### config.mk
export PLATFORM = sky130hd
export DESIGN_NAME = regfile_wb_ctrl
export DESIGN_NICKNAME = d
export VERILOG_FILES = /design/src/rtl/regfile_wb_ctrl.sv
export SDC_FILE = /design/constraint.sdc
export NUM_CORES = 1
export LEC_CHECK = 0
export CORE_MARGIN = 5
export CORE_UTILIZATION = 47
export CTS_CLUSTER_SIZE = 24
export DETAILED_ROUTE_END_ITERATION = 7
export GPL_TIMING_DRIVEN = 1
export PLACE_DENSITY_LB_ADDON = 0.15
export SKIP_LAST_GASP = 1
export SYNTH_ARGS = -nofsm -noshare
export SYNTH_HDL_FRONTEND = slang
export SYNTH_SLANG_ARGS = --single-unit
export TNS_END_PERCENT = 10
### constraint.sdc
create_clock -name clk -period 3.8 [get_ports clk]
set_input_delay 0.76 -clock clk [delete_from_list [all_inputs] [get_ports clk]]
set_output_delay 0.76 -clock clk [all_outputs]
set_load 0.01 [all_outputs]
### src/rtl/regfile_wb_ctrl.sv
`default_nettype none
// ============================================================================
//  Module   : regfile_wb_ctrl
//  Purpose  : Round-robin writeback arbiter for the register file write port,
//             with a per-register pending-write scoreboard for RAW hazards.
//  Options  : REGFILE_R0_ZERO_EN - register 0 hardwired (never written/busy)
//  Revision : 1.0 - initial release
// ============================================================================
module regfile_wb_ctrl #(
    parameter int NREQ = 3
) (
    input  logic                   clk,
    input  logic                   rst_n,
    input  logic [NREQ-1:0]        req_valid,
    output logic [NREQ-1:0]        req_ready,
    input  logic [NREQ-1:0][4:0]   req_addr,
    input  logic [NREQ-1:0][31:0]  req_data,
    output logic                   w_enable,
    output logic [4:0]             w_addr,
    output logic [31:0]            w_data,
    input  logic                   iss_valid,
    input  logic [4:0]             iss_rd,
    input  logic [4:0]             chk_r1,
    input  logic [4:0]             chk_r2,
    output logic                   hazard,
    output logic [31:0]            busy,
    output logic                   err
);

    localparam int PW = (NREQ > 1) ? $clog2(NREQ) : 1;

    logic [PW-1:0]   r_ptr;
    logic            r_wen;
    logic [4:0]      r_waddr;
    logic [31:0]     r_wdata;
    logic [31:0]     r_busy;
    logic            r_err;

    logic [NREQ-1:0] w_ready;
    logic            w_any;
    logic [PW-1:0]   w_grant;
    logic [PW-1:0]   w_ptr_nxt;
    logic [4:0]      w_sel_addr;
    logic [31:0]     w_sel_data;
    logic            w_wen_nxt;
    logic [31:0]     w_busy_nxt;
    logic            w_err_iss;
    logic            w_err_wr;

    // Scan ptr, ptr+1, ... modulo NREQ and take the first valid requester.
    always_comb begin
        int j;
        w_ready = '0;
        w_any   = 1'b0;
        w_grant = '0;
        j       = 0;
        for (int k = 0; k < NREQ; k++) begin
            j = int'(r_ptr) + k;
            if (j >= NREQ) begin
                j = j - NREQ;
            end
            if (!w_any && req_valid[PW'(j)]) begin
                w_any   = 1'b1;
                w_grant = PW'(j);
            end
        end
        if (w_any) begin
            w_ready[w_grant] = 1'b1;
        end
    end

    assign w_ptr_nxt  = (w_grant == PW'(NREQ - 1)) ? '0 : w_grant + 1'b1;
    assign w_sel_addr = req_addr[w_grant];
    assign w_sel_data = req_data[w_grant];

`ifdef REGFILE_R0_ZERO_EN
    // Writes to r0 are consumed but never reach the register file.
    assign w_wen_nxt = w_any && (w_sel_addr != 5'd0);
`else
    assign w_wen_nxt = w_any;
`endif

    // Clear on commit first, then set, so a same-edge issue keeps the bit.
    always_comb begin
        w_busy_nxt = r_busy;
        if (r_wen) begin
            w_busy_nxt[r_waddr] = 1'b0;
        end
        if (iss_valid) begin
            w_busy_nxt[iss_rd] = 1'b1;
        end
`ifdef REGFILE_R0_ZERO_EN
        w_busy_nxt[0] = 1'b0;
`endif
    end

    // Reissuing a register whose write commits this very edge is legal.
    assign w_err_iss = iss_valid && r_busy[iss_rd] && !(r_wen && (r_waddr == iss_rd));
    assign w_err_wr  = r_wen && !r_busy[r_waddr];

    always_ff @(posedge clk or negedge rst_n) begin
        if (!rst_n) begin
            r_ptr   <= '0;
            r_wen   <= 1'b0;
            r_waddr <= '0;
            r_wdata <= '0;
            r_busy  <= '0;
            r_err   <= 1'b0;
        end else begin
            r_wen  <= w_wen_nxt;
            r_busy <= w_busy_nxt;
            if (w_any) begin
                r_ptr   <= w_ptr_nxt;
                r_waddr <= w_sel_addr;
                r_wdata <= w_sel_data;
            end
            if (w_err_iss || w_err_wr) begin
                r_err <= 1'b1;
            end
        end
    end

    assign req_ready = w_ready;
    assign w_enable  = r_wen;
    assign w_addr    = r_waddr;
    assign w_data    = r_wdata;
    assign busy      = r_busy;
    assign err       = r_err;
    assign hazard    = r_busy[chk_r1] | r_busy[chk_r2] | r_busy[iss_rd];

endmodule
`default_nettype wire

==> impl_metrics.json, run 1 <==
{
  "hold_viol": 0,
  "fin_crit_sh_pct": 93.1,
  "root_buffer": "clkbuf_8",
  "firstDrtPassIters": 5,
  "die_area_um2": 12600,
  "synth_top_area_share_pct": 37.2,
  "wl_per_cell_um": 20.8,
  "hold_start": "w_data[21]$_DFFE_PN0P_",
  "synth-edff-count": 0,
  "worstMarginPinSlew_ns": 0.912,
  "p_comb_share_pct": 60.8,
  "yosysSeqAreaShare_pct": 37.2,
  "critical_path.most_common_cell": "clkdlybuf4s50_1",
  "swShare_pct": 41.4,
  "min_to": "w_data[21]$_DFFE_PN0P_",
  "hp-class": "reg -> reg",
  "via_per_inst": 6.21,
  "route.detailed.drc": 0,
  "grt_pass1_vias": 5107,
  "syn_avg_cell_area_um2": 10.8,
  "diodes": 0,
  "crit_chain": "clkdlybuf4s50_1, and2b_1, o21ai_0, nand4_1, a21oi_4, clkdlybuf4s50_1",
  "cpMaxStageDelayCell": "clkdlybuf4s50_1",
  "postRouteAntennaNets": 0,
  "h-tree-depth": 3,
  "ys_warn_count": 0,
  "critPathTopFamily": "buffers and inverters",
  "ys_types": 52,
  "arrival_ns": 2.78,
  "r2r_slack_ns": 1.15,
  "tns_ns": 0,
  "endpoint_kind": "output port",
  "p_seq_share_pct": 29.2,
  "grt_overflow": 0,
  "initial_core_util_pct": 47.9,
  "cts_buffer_depth": 2,
  "drive_gt1_share_pct": 11.8,
  "nNetsFinal": 783,
  "dp_hpwl_mm": 12.5,
  "path_max_fanout": 7,
  "wl_mm": 16.5,
  "coreArea_um2": 10200,
  "clk_pin_slew_ns": 0.07,
  "ir_worst_vdd_v": 0.000437,
  "synth_area_leader_cell": "dfrtp_1",
  "relSlewSlack_pct": 39.2,
  "num_io_pins": 207,
  "final.setup_skew_ns": 0.00957,
  "timing.fmax_ghz": 0.283,
  "leakage_nw": 2.84,
  "fp.dieH_um": 112,
  "max_cap_viol_count": 0,
  "cts.sinks": 73,
  "p_clk_share_pct": 10.0,
  "area_growth_pct": 48.2,
  "outcome": "completed",
  "async_reset_ff_share_pct": 100,
  "cp_data_required_time_ns": 3.04,
  "syn-cell-area_um2": 4900,
  "synth_top_flop_cell": "dfrtp_1",
  "rows": 37,
  "ys_top_cells_by_area": "dfrtp_1 (37%), mux4_2 (12%), a221o_1 (7.6%)",
  "period_minus_slack_ns": 3.54,
  "p_sw_mw": 2.51,
  "rr_startpoint": "r_ptr[0]$_DFFE_PN0P_",
  "layout_commonest_cell": "clkdlybuf4s50_1",
  "rsz0062_at_grt": "no",
  "grt_first_pass_wirelength_mm": 26.4,
  "reg2reg_depth": 8,
  "cp_slowest_stage_delay_ns": 0.58,
  "post_cts.repair.setup_buffers": 0,
  "rr_endpoint": "w_data[20]$_DFFE_PN0P_",
  "clkLatencyLatePin_ns": 0.35,
  "vias": 4897,
  "antenna_found_initial": 0,
  "die_x_um": 112,
  "setup_viol_count_final": 0,
  "yosys_register_bits": 73,
  "synth_cells": 455,
  "final_cell_mix": "clkdlybuf4s50_1 (203), dfrtp_1 (73), o21ai_0 (71)",
  "crit_buf_inv": 2,
  "grt_max_degree": 74,
  "critPathLaunchType": "input pin",
  "port_buffers": 206,
  "routabilityCongestion": 0.919,
  "ctsHoldBuffers": 0,
  "final_util_pct": 71.0,
  "groute.usage.overall_pct": 25.8,
  "internal_power_mw": 3.55,
  "p_per_area_nw_per_um2": 834,
  "crit_type": "in -> out",
  "drt_first_iter_violations": 304,
  "cts_tree": "done",
  "whs_path_depth": 1,
  "synth_nets": 590,
  "maxSlewViolCount": 0,
  "numCtsBuffers": 9
}
[layout make-up]
cell class                      instances  area (µm²)
Fill cell                             773        2960
Multi-Input combinational cell        312        2730
Timing Repair Buffer                  225        2240
Sequential cell                        73        1830
Tap cell                              136         170
Clock buffer                           11         141
Inverter                               27         101
Clock inverter                          5        55.1
[stage by stage]
step                instance area (µm²)  total power, mW  hold WS (ns)  cells  worst slack, ns
CTS                                7260             6.07         0.515    789           0.0301
global placement                   7070             5.34         0.489    773            0.105
detailed placement                 7070             5.45         0.497    773           0.0320
floorplan                          4900             3.89         0.464    455            0.949
finish                             7270             6.06         0.511    789            0.261
global route                       7270             6.45         0.534    789            0.128
[cell families after synthesis]
kind of cell / share of synthesized area [%]
compound gates: 28.8
flops: 37.2
buf+inv: 7.27
simple gates: 8.50
mux: 16.5
xor+xnor: 0.893
fa+ha+maj: 0.765
[repair_timing]
action,4_1_cts,5_1_grt
endpoints found under the setup margin,0,1
hold endpoints to repair,0,0
gates resized for setup,0,2
[cell usage after synthesis (9+ instances only)]
library cell / number
mux2i_1: 19
nand3b_1: 13
a221o_1: 37
a211oi_1: 20
clkbuf_1: 12
buf_6: 9
inv_1: 26
buf_2: 21
o22a_1: 22
mux4_2: 27
o21ai_0: 71
dfrtp_1: 73
a22o_1: 17
[sequential cells by signal, summed over array words and instances, names as in the netlist]
register and count:
err 1, w_enable 1, w_data 32, w_addr 5
busy 32, r_ptr 2
[worst register-to-register path: stages, from the launching register on]
cell and delay [ns]:
dfrtp_1 0.40, inv_1 0.09, ha_1 0.42, and2b_1 0.25, o21a_1 0.23, nor3b_4 0.42, buf_4 0.29, inv_2 0.20
o22a_1 0.26
[worst max path at each step]
stage / startpoint / slack [ns] / cells after the start / endpoint
floorplan: iss_rd[1] / 0.95 / 7 / hazard
global placement: iss_rd[3] / 0.10 / 7 / hazard
detailed placement: chk_r1[1] / 0.03 / 6 / hazard
CTS: chk_r1[1] / 0.03 / 6 / hazard
global route: r_ptr[0]$_DFFE_PN0P_ / 0.13 / 7 / req_ready[1]
finish: req_valid[1] / 0.26 / 6 / req_ready[1]
[per-layer routing]
metal	global-route usage, %	up-vias	wire length, µm
met5	0	-	0
met4	8.33	0	432
met3	6.95	39	1610
met2	43.9	290	8180
met1	31.8	2376	6220
li1	-	2192	-
[power groups by stage]
stage                     clock network, mW  registers (mW)  logic [mW]
after detailed placement                  0            1.75        3.70
after global routing                  0.655            1.82        3.98
after global placement                    0            1.75        3.59
after floorplan                           0            1.68        2.21
after CTS                             0.622            1.75        3.70
final                                 0.608            1.77        3.68
Note: power is estimated with default switching activity, not from simulation.
==> run 2: changes to the inputs <==
==> constraint.sdc (replaced) <==
create_clock -name clk -period 3.8 [get_ports clk]
set_input_delay 0.76 -clock clk [delete_from_list [all_inputs] [get_ports clk]]
set_output_delay 0.76 -clock clk [all_outputs]
set_load 0.1 [all_outputs]
==> impl_metrics.json, run 2 (synthesis results as in run 1) <==
{
  "dp.cells": 770,
  "rows": 37,
  "firstDrtPassIters": 5,
  "antenna_found_initial": 0,
  "setup_viol_count_final": 0,
  "dp_hpwl_mm": 12.5,
  "post_cts.repair.setup_buffers": 0,
  "nNetsFinal": 780,
  "endpoint_kind": "output port",
  "critPathLaunchType": "input pin",
  "cts_buffer_depth": 2,
  "route.detailed.drc": 0,
  "initial_core_util_pct": 47.9,
  "routabilityCongestion": 0.908,
  "cpMaxStageDelayCell": "clkdlybuf4s50_1",
  "root_buffer": "clkbuf_8",
  "groute.usage.overall_pct": 26.9,
  "grt_pass1_vias": 5274,
  "hp-class": "reg -> reg",
  "max_cap_viol_count": 0,
  "final_cell_mix": "clkdlybuf4s50_1 (196), dfrtp_1 (73), o21ai_0 (71)",
  "wl_per_cell_um": 21.6,
  "die_area_um2": 12600,
  "cp_slowest_stage_delay_ns": 0.75,
  "relSlewSlack_pct": 30.7,
  "fp.dieH_um": 112,
  "vias": 4911,
  "area_growth_pct": 48.1,
  "period_minus_slack_ns": 3.65,
  "fin_crit_sh_pct": 96.0,
  "layout_commonest_cell": "clkdlybuf4s50_1",
  "cts.sinks": 73,
  "outcome": "completed",
  "drt_first_iter_violations": 316,
  "cp_data_required_time_ns": 3.04,
  "r2r_slack_ns": 1.30,
  "grt_max_degree": 74,
  "final_cells": 786,
  "grt_overflow": 0,
  "hold_viol": 0,
  "ctsResizeCount": 0,
  "arrival_ns": 2.89,
  "coreArea_um2": 10200,
  "grt_first_pass_wirelength_mm": 27.3,
  "path_max_fanout": 7,
  "cts_tree": "done",
  "crit_chain": "clkdlybuf4s50_1, mux4_2, nand2b_1, o2111ai_1, o21ai_0, nand4b_1, buf_12",
  "die_x_um": 112,
  "via_per_inst": 6.25,
  "final.setup_skew_ns": 0.0109,
  "wl_mm": 17.0,
  "diodes": 0,
  "postRouteAntennaNets": 0,
  "drive_gt1_share_pct": 13.1,
  "clkLatencyLatePin_ns": 0.36,
  "final_util_pct": 71.0,
  "numCtsBuffers": 9,
  "rsz0062_at_grt": "no",
  "timing.fmax_ghz": 0.274,
  "ctsHoldBuffers": 0,
  "nFillCells": 785,
  "worstMarginPinSlew_ns": 1.04,
  "crit_type": "in -> out",
  "h-tree-depth": 3,
  "num_io_pins": 207,
  "maxSlewViolCount": 0,
  "port_buffers": 206,
  "clk_pin_slew_ns": 0.07,
  "tns_ns": 0
}
run 2: cell count changes in the layout (fill, tap and decap cells not counted), sizes merged:
cell / delta
buf: +6
clkdlybuf4s50: -7
dlymetal6s2s: -2
clkinvlp: -1
bufinv: +1
run 2: final cells by class:
class                      instances  area, µm²  area share (%)
clock buffer                      11        151            2.08
clock inverter                     5       77.6            1.07
multi-input combinational        312       2730            37.6
timing repair buffer             222       2210            30.4
inverter                          27        101            1.40
tap                              136        170            2.34
sequential                        73       1830            25.1
run 2: path summary, 6_finish.rpt:
check                                  startpoint                     end  cells after the start
setup reg to reg             r_ptr[0]$_DFFE_PN0P_  w_data[29]$_DFFE_PN0P_                      8
hold / removal             w_data[15]$_DFFE_PN0P_  w_data[15]$_DFFE_PN0P_                      1
hold reg to reg            w_data[15]$_DFFE_PN0P_  w_data[15]$_DFFE_PN0P_                      1
max in group asynchronous                   rst_n  w_data[13]$_DFFE_PN0P_                      1
min in group asynchronous                   rst_n       busy[6]$_DFF_PN0_                      1
setup / recovery                        chk_r2[1]                  hazard                      7
run 2: through the flow:
step	worst slack [ns]	cell area, µm²	hold slack [ns]
after floorplan	0.164	4910	0.464
after global placement	0.230	7040	0.491
after detailed placement	0.172	7040	0.498
after CTS	0.168	7260	0.520
after global routing	0.0303	7260	0.535
final	0.151	7260	0.514
run 2: worst max-delay path, delay by kind of cell:
family | cells | cell delay, ns
buf+inv | 2 | 0.96
compound gates | 2 | 0.21
simple gates | 2 | 0.40
mux | 1 | 0.56
run 2: per-layer routing:
metal  routed length, µm  share of wire, %  vias to the layer above  GRT usage, %
met4                 547               3.2                        0          11.6
met2                8580                51                      301          46.4
met3                1530               9.0                       45          6.20
met5                   0                 0                        -             0
met1                6290                37                     2382          32.3
li1                    -                 -                     2183             -
Power of run 2 is not shown: default switching activity piles up to over one toggle a cycle in this logic, so the estimate is an artifact.
